**src/rtl/digit_scan_ctrl_pkg.sv**
```systemverilog
// disp_pkg: scan FSM state type and digit-enable helper shared by the display scan logic.
package disp_pkg;
  typedef enum logic [1:0] {IDLE, ON, GAP} scan_state_t;
  localparam int NUM_DIGITS = 4;
  function automatic logic [3:0] onehot_low(logic [1:0] i);
    return ~(4'b0001 << i);
  endfunction
endpackage

```
**src/rtl/digit_scan_ctrl_if.sv**
```systemverilog
// digit_scan_ctrl_if: enable/mask inputs and mux-select/digit-enable outputs of the scan controller.
interface digit_scan_ctrl_if;
  logic       en;
  logic [3:0] blank_mask;
  logic [1:0] sel2;
  logic [3:0] an;
  logic       digit_tick;
  modport master (output en, blank_mask, input sel2, an, digit_tick);
  modport slave (input en, blank_mask, output sel2, an, digit_tick);
endinterface

```
**src/rtl/digit_scan_ctrl_timer.sv**
```systemverilog
// scan_timer: loadable down-counter with clear; done while the count sits at zero.
module scan_timer #(
  parameter int W = 8
) (
  input  logic         clk,
  input  logic         rst,
  input  logic         clr_i,
  input  logic         load_i,
  input  logic [W-1:0] load_val_i,
  output logic         done_o
);
  logic [W-1:0] cnt_q, cnt_d;
  assign done_o = cnt_q == '0;
  always_comb cnt_d = clr_i ? '0 : load_i ? load_val_i : done_o ? cnt_q : cnt_q - W'(1);
  always_ff @(posedge clk or posedge rst)
    if (rst) cnt_q <= '0;
    else cnt_q <= cnt_d;
endmodule

```
**src/rtl/digit_scan_ctrl.sv**
```systemverilog
// digit_scan_ctrl: steps a 4-digit display mux select with per-digit ON slots and blanking gaps.
module digit_scan_ctrl import disp_pkg::*; #(
  parameter int DIV       = 100000,
  parameter int BLANK_CYC = 1000
) (
  input logic              clk,
  input logic              rst,
  digit_scan_ctrl_if.slave dsp
);
  localparam int MAXC = DIV > BLANK_CYC ? DIV : BLANK_CYC;
  localparam int W = $clog2(MAXC > 2 ? MAXC : 2);
  localparam logic [W-1:0] ON_LD = W'(DIV - 1);
  localparam logic [W-1:0] GAP_LD = W'(BLANK_CYC > 0 ? BLANK_CYC - 1 : 0);
  scan_state_t state_q, state_d;
  logic [1:0]   sel_q, sel_d;
  logic [3:0]   an_q, an_d;
  logic         tick_q, tick_d;
  logic         done, adv, load, clr;
  logic [W-1:0] load_val;
  always_ff @(posedge clk or posedge rst)
    if (rst) begin
      state_q <= IDLE;
      sel_q   <= 2'd0;
      an_q    <= 4'hF;
      tick_q  <= 1'b0;
    end else begin
      state_q <= state_d;
      sel_q   <= sel_d;
      an_q    <= an_d;
      tick_q  <= tick_d;
    end
  // the unused fourth code falls through to the IDLE branch
  always_comb begin
    adv     = dsp.en && state_q == ON && done;
    state_d = !dsp.en ? IDLE :
              state_q == ON  ? (done && BLANK_CYC > 0 ? GAP : ON) :
              state_q == GAP ? (done ? ON : GAP) : ON;
  end
  // an is derived from the next sel so enable and mux data switch on the same edge
  always_comb begin
    sel_d    = adv ? sel_q + 2'd1 : sel_q;
    tick_d   = adv;
    an_d     = state_d == ON && !dsp.blank_mask[sel_d] ? onehot_low(sel_d) : 4'hF;
    clr      = state_d == IDLE;
    load     = (state_d == ON && (state_q != ON || adv)) || (state_d == GAP && state_q != GAP);
    load_val = state_d == GAP ? GAP_LD : ON_LD;
  end
  scan_timer #(.W(W)) u_timer (
    .clk       (clk),
    .rst       (rst),
    .clr_i     (clr),
    .load_i    (load),
    .load_val_i(load_val),
    .done_o    (done)
  );
  assign dsp.sel2       = sel_q;
  assign dsp.an         = an_q;
  assign dsp.digit_tick = tick_q;
endmodule

```
**src/flat_wrapper.sv**
```systemverilog
// flat-port wrapper written by rule: the top's interface ports become plain ports
module digit_scan_ctrl_flat import disp_pkg::*;
#(
  parameter int DIV       = 100000,
  parameter int BLANK_CYC = 1000
)
  (clk, rst, dsp_en, dsp_blank_mask, dsp_sel2, dsp_an, dsp_digit_tick);
  digit_scan_ctrl_if dsp_i ();
  input logic clk;
  input logic rst;
  input wire logic [$bits(dsp_i.en)-1:0] dsp_en;
  input wire logic [$bits(dsp_i.blank_mask)-1:0] dsp_blank_mask;
  output wire logic [$bits(dsp_i.sel2)-1:0] dsp_sel2;
  output wire logic [$bits(dsp_i.an)-1:0] dsp_an;
  output wire logic [$bits(dsp_i.digit_tick)-1:0] dsp_digit_tick;
  assign dsp_i.en = dsp_en;
  assign dsp_i.blank_mask = dsp_blank_mask;
  assign dsp_sel2 = dsp_i.sel2;
  assign dsp_an = dsp_i.an;
  assign dsp_digit_tick = dsp_i.digit_tick;
  digit_scan_ctrl #(.DIV(DIV), .BLANK_CYC(BLANK_CYC)) u_core (.clk(clk), .rst(rst), .dsp(dsp_i));
endmodule
```
**config.mk**
```make
export PLATFORM = sky130hd
export DESIGN_NAME = digit_scan_ctrl_flat
export DESIGN_NICKNAME = d
export VERILOG_FILES = /design/src/rtl/digit_scan_ctrl_pkg.sv /design/src/rtl/digit_scan_ctrl_if.sv /design/src/rtl/digit_scan_ctrl_timer.sv /design/src/rtl/digit_scan_ctrl.sv /design/src/flat_wrapper.sv
export SDC_FILE = /design/constraint.sdc
export NUM_CORES = 1
export LEC_CHECK = 0
export CAP_MARGIN = 20
export CORE_MARGIN = 2
export CORE_UTILIZATION = 40
export CTS_BUF_LIST = sky130_fd_sc_hd__clkbuf_4 sky130_fd_sc_hd__clkbuf_8
export CTS_CLUSTER_SIZE = 16
export DETAILED_ROUTE_END_ITERATION = 6
export PLACE_DENSITY_LB_ADDON = 0.05
export SLEW_MARGIN = 5
export SYNTH_ARGS = -nofsm -noshare
export SYNTH_HDL_FRONTEND = slang
export SYNTH_HIERARCHICAL = 1
export SYNTH_SLANG_ARGS = --single-unit
```
**constraint.sdc**
```tcl
create_clock -name clk -period 3.21 [get_ports clk]
set_clock_uncertainty 0.2 [all_clocks]
set_input_delay 0.642 -clock clk [delete_from_list [all_inputs] [get_ports clk]]
set_output_delay 0.642 -clock clk [all_outputs]
set_load 0.05 [all_outputs]
```
==> metrics.yaml, run 1 <==
status: "finished clean"
cts.htree.levels: 1
finalCriticalPeriod_ns: 2.850
n_fill_cell: 343
synth_area_leaders: "dfrtp_1 39%, dfstp_2 7.4%, xnor2_1 5.6%"
fp.dieH_um: 63.59
holdBufCountCts: 0
clk_pin_slew_worst_paths_ns: 0.15
yosysSeqAreaShare: 0.4617
synth_top_area_share: 0.3877
vias: 1104
numClockSinks: 26
synth.most_common_cell: "dfrtp_1"
grt_start_max_net_pins: 18
post-dp-hpwl_mm: 2.192
synth-seq-cells: 26
max-cap-violations: 0
antenna_found_initial: 0
crit_path_end_kind: "flop"
final-setup-viol-count: 0
root_buffer: "clkbuf_4"
clock_latency_ns: 0.33
initial_core_util: 0.4222
num_antenna_cells: 0
core_area_um2: 3363
routed_wl_mm: 2.896
grt_use_total: 0.1655
placed_cells_incl_taps: 213
power_density_nw_per_um2: 932.1
gp_congestion: 0.8145
via_per_inst: 5.088
worstPathRequired_ns: 3.24
io_buffers: 13
synth_cells: 149
postRouteAntennaNets: 0
drive_gt1_frac: 0.09942
grt-ovfl-total: 0
synthesis.area_um2: 1420
cts_tree: "built"
yosysWarnings: 6
synth_cell_types: 38
dieArea_um2: 4043
cp.arrival_ns: 2.88
worstSetupStartpointType: "flop"
area_growth_pct: 18.24
cts_buffer_depth: 2
cts_buffers: 3
grt_setup_unrepaired: "false"
hold_viol: 0
wire_per_inst_um: 13.35
cts_resized: 0
synth_area_per_cell_um2: 9.531
worstPathMaxFanout: 12
crit_type: "reg -> reg"
grt_pass1_vias: 1103
synth_area_leader_cell: "dfrtp_1"
maxSlewViolCount: 0
drt_iter0_drc: 48
p_leak_nw: 0.7135
drcViolationCount: 0
die_width_um: 63.59
synth_edf_count: 0
max_slew_margin: 0.5665
tightest_slew_ns: 0.6495
vdd_ir_drop_max_v: 0.0003151
post-cts-setup-buffers: 0
finalCritPeriodShare: 0.8877
synthArstFlopShare: 1.000
synth_commonest_cells: "22 x dfrtp_1, 19 x nand2_1, 11 x o21ai_0"
finalNonFillerCells: 217
grt_pass1_wl_mm: 5.264
max_freq_ghz: 0.3509
ios: 14
fin_nets: 180
core.rowCount: 21
hold_class: "reg -> reg"
synth_flop_cell: "dfrtp_1"
setup-tns-final_ns: 0
firstDrtPassIters: 4
## stage by stage
stage	power [mW]	cell area (um2)	worst slack, ns	util	hold WS [ns]
6_report	1.565	1679	0.3604	0.4993	0.3325
5_1_grt	1.709	1679	0.1959	0.4993	0.3773
4_1_cts	1.582	1679	0.3735	0.4993	0.3330
3_5_place_dp	1.347	1627	0.3982	0.4836	0.2987
3_3_place_gp	1.330	1627	0.5035	0.4836	0.3103
2_1_floorplan	1.172	1446	0.4854	-	0.2671
## metal layers
| metal | up-vias | GRT usage | share of wire |
|---|---|---|---|
| met3 | 4 | 0.02321 | 0.020 |
| met2 | 13 | 0.2487 | 0.45 |
| li1 | 559 | - | - |
| met5 | - | 0 | 0 |
| met4 | 0 | 0.06522 | 0.015 |
| met1 | 528 | 0.2390 | 0.51 |
## layout make-up
class                   instances  area (um2)  share of cell area
multi-input cells             118       734.5              0.4374
flip-flops and latches         26       655.6              0.3905
repair buffers                 16       152.6             0.09091
well taps                      46       57.56             0.03428
clock inverters                 1       30.03             0.01788
inverters                       7       26.28             0.01565
clock buffers                   3       22.52             0.01341
## critical path, cell delays in order (launching register included)
cell	delay [ns]
dfrtp_1	0.46
or4_1	0.55
or2_1	0.29
nor2_4	0.27
nor2_1	0.08
nor2_1	0.27
buf_4	0.23
nor3_1	0.06
a221o_1	0.33
## where the power goes
group | switching, mW | internal (mW) | total (mW) | leakage, nW
Sequential | 0.134 | 0.439 | 0.572 | 0.333
Clock | 0.101 | 0.126 | 0.228 | 0.0279
Combinational | 0.435 | 0.330 | 0.765 | 0.353
Total | 0.671 | 0.894 | 1.57 | 0.714
## path summary, 6_finish.rpt
check,start,end,slack (ns),cells past startpoint
max reg2reg,u_core/u_timer/cnt_q[12],u_core/u_timer/cnt_q[1],0.36,8
min in group asynchronous,rst,u_core/dsp.digit_tick,0.38,2
max,u_core/u_timer/cnt_q[12],u_core/u_timer/cnt_q[1],0.36,8
min reg2reg,u_core/u_timer/cnt_q[16],u_core/u_timer/cnt_q[16],0.33,2
min,u_core/u_timer/cnt_q[16],u_core/u_timer/cnt_q[16],0.33,2
max in group asynchronous,rst,u_core/u_timer/cnt_q[6],1.87,2
## cell usage in the layout (no fill, tap or decap), drive strengths merged, types with 3 or more instances in the layout
| cell type | instances |
|---|---|
| dfrtp | 22 |
| nand2 | 19 |
| clkdlybuf4s50 | 13 |
| o21ai | 12 |
| nor2 | 11 |
| xnor2 | 9 |
| conb | 9 |
| inv | 7 |
| nor3 | 7 |
| nand3 | 6 |
| a21oi | 6 |
| xor2 | 4 |
| a211o | 4 |
| or3 | 4 |
| dfstp | 4 |
| nor4 | 4 |
| clkbuf | 3 |
| or4 | 3 |
| buf | 3 |
## sequential cells by signal (all words and copies together) (netlist names)
name and flops:
u_core/u_timer/cnt_q 17, u_core/dsp.an 4, u_core/dsp.sel2 2, u_core/state_q 2
u_core/dsp.digit_tick 1
## kinds of logic after synthesis
kind of cell	Yosys count	synth area share
other	2	0.005288
flip-flops	26	0.4617
buffers and inverters	12	0.03965
adder cells (fa/ha/maj)	1	0.008809
AO/OA/AOI/OAI	30	0.1374
XOR/XNOR	13	0.08018
AND/OR/NAND/NOR	65	0.2670
Note: power is estimated with default switching activity, not from simulation.
==> run 2: changes to the inputs <==
CORE_UTILIZATION = 58   (was 40)
==> metrics.yaml, run 2 (synthesis results as in run 1) <==
switching_share: 0.4451
gp_congestion: 0.8006
pre_cts_slack_ns: 0.4256
placed_cells_incl_taps: 195
routed_wl_mm: 2.862
largest_reg_flops: 17
post-cts-setup-buffers: 0
finalNonFillerCells: 199
hold_viol: 0
grt_pass1_wl_mm: 5.175
finalCriticalPeriod_ns: 2.800
clk_pin_slew_worst_paths_ns: 0.14
initial_core_util: 0.6299
crit_path_end_kind: "flop"
multi_input_area_um2: 734.5
p_sw_mw: 0.6734
final-setup-viol-count: 0
grt_pass1_vias: 1194
core.rowCount: 17
cts.htree.levels: 1
worstPathMaxFanout: 9
die_width_um: 53.48
fin_ws_ns: 0.4101
worst_path_largest_cell_delay_ns: 0.57
clock_latency_ns: 0.31
root_buffer: "clkbuf_4"
holdBufCountCts: 0
ios: 14
power_mw: 1.513
drive_gt1_frac: 0.09942
cts_resized: 0
p_int_mw: 0.8395
core_area_um2: 2255
drcViolationCount: 0
seq_area_um2: 655.6
hold_class: "reg -> reg"
utilization: 0.7275
firstDrtPassIters: 4
wire_per_inst_um: 14.38
power_density_nw_per_um2: 922.4
cts_buffer_depth: 2
grt_use_total: 0.2476
n_fill_cell: 177
numClockSinks: 26
layout_commonest_cell: "dfrtp_1"
io_buffers: 13
cts_tree: "built"
grt-ovfl-total: 0
dieArea_um2: 2860
finalCritPeriodShare: 0.8722
grt_start_max_net_pins: 18
via_per_inst: 5.704
fin_nets: 180
seqPwrFrac: 0.381
area_growth_pct: 15.51
tightest_slew_ns: 0.6388
fp.dieH_um: 53.48
worstPathRequired_ns: 3.23
worstSetupStartpointType: "flop"
maxSlewViolCount: 0
crit_chain: "or4_1, or2_1, nor2_4, nor2_1, nor2_1, buf_4, nor3_1, a221o_1"
setup-tns-final_ns: 0
crit_path_frequent_cell: "nor2_1"
slowest_stage: "or4_1"
p_comb_frac: 0.511
drt_iter0_drc: 18
status: "finished clean"
largest-register: "u_core/u_timer/cnt_q"
crit_type: "reg -> reg"
postRouteAntennaNets: 0
post-dp-hpwl_mm: 2.131
layout_common_cells: "22 x dfrtp_1, 19 x nand2_1, 13 x clkdlybuf4s50_1"
clock_power_share: 0.108
grt_setup_unrepaired: "false"
antenna_found_initial: 0
cts_buffers: 3
vdd_ir_drop_max_v: 0.0006022
num_antenna_cells: 0
max-cap-violations: 0
vias: 1135
max_freq_ghz: 0.3572
p_leak_nw: 0.7067
cp.arrival_ns: 2.82
max_slew_margin: 0.5737
run 2: changes by cell type in the layout (fill, tap and decap cells not counted):
cell       delta
clkbuf_8      +1
bufinv_16     -1
run 2: power by group through the flow:
stage / clock network (mW) / logic, mW / registers, mW
2_1_floorplan: 0 / 0.574 / 0.597
3_3_place_gp: 0 / 0.749 / 0.571
3_5_place_dp: 0 / 0.762 / 0.581
4_1_cts: 0.167 / 0.772 / 0.576
5_1_grt: 0.178 / 0.852 / 0.592
6_report: 0.164 / 0.773 / 0.576
run 2: area by class of cell:
type                    instances  share of cell area
flip-flops and latches         26              0.3997
well taps                      28             0.02136
inverters                       7             0.01602
clock buffers                   4             0.02212
multi-input cells             118              0.4478
repair buffers                 16             0.09306
run 2: worst paths after layout:
kind,startpoint,to,slack [ns],cells after the start
setup / recovery,u_core/u_timer/cnt_q[12],u_core/u_timer/cnt_q[0],0.41,8
hold / removal,u_core/u_timer/cnt_q[16],u_core/u_timer/cnt_q[16],0.34,2
setup reg to reg,u_core/u_timer/cnt_q[12],u_core/u_timer/cnt_q[0],0.41,8
hold reg to reg,u_core/u_timer/cnt_q[16],u_core/u_timer/cnt_q[16],0.34,2
max in group asynchronous,rst,u_core/u_timer/cnt_q[5],1.86,2
min in group asynchronous,rst,u_core/dsp.sel2[0],0.42,2
run 2: routing by layer:
metal	wire length (um)	track usage	up-vias
met3	98	0.03390	4
met1	1343	0.3201	551
li1	-	-	557
met4	32	0.08120	0
met2	1388	0.4218	23
met5	0	0	-
run 2: critical path: cells and delay by family, from the launching register on:
family | cells | cell delay (ns)
flip-flops | 1 | 0.47
AO/OA/AOI/OAI | 1 | 0.32
buffers and inverters | 1 | 0.24
AND/OR/NAND/NOR | 6 | 1.47
run 2: stage by stage:
stage | cell area (um2) | hold WS [ns]
final | 1640 | 0.3438
after global placement | 1604 | 0.2923
after detailed placement | 1604 | 0.3012
after global routing | 1640 | 0.3748
after floorplan | 1446 | 0.2671
after CTS | 1640 | 0.3327
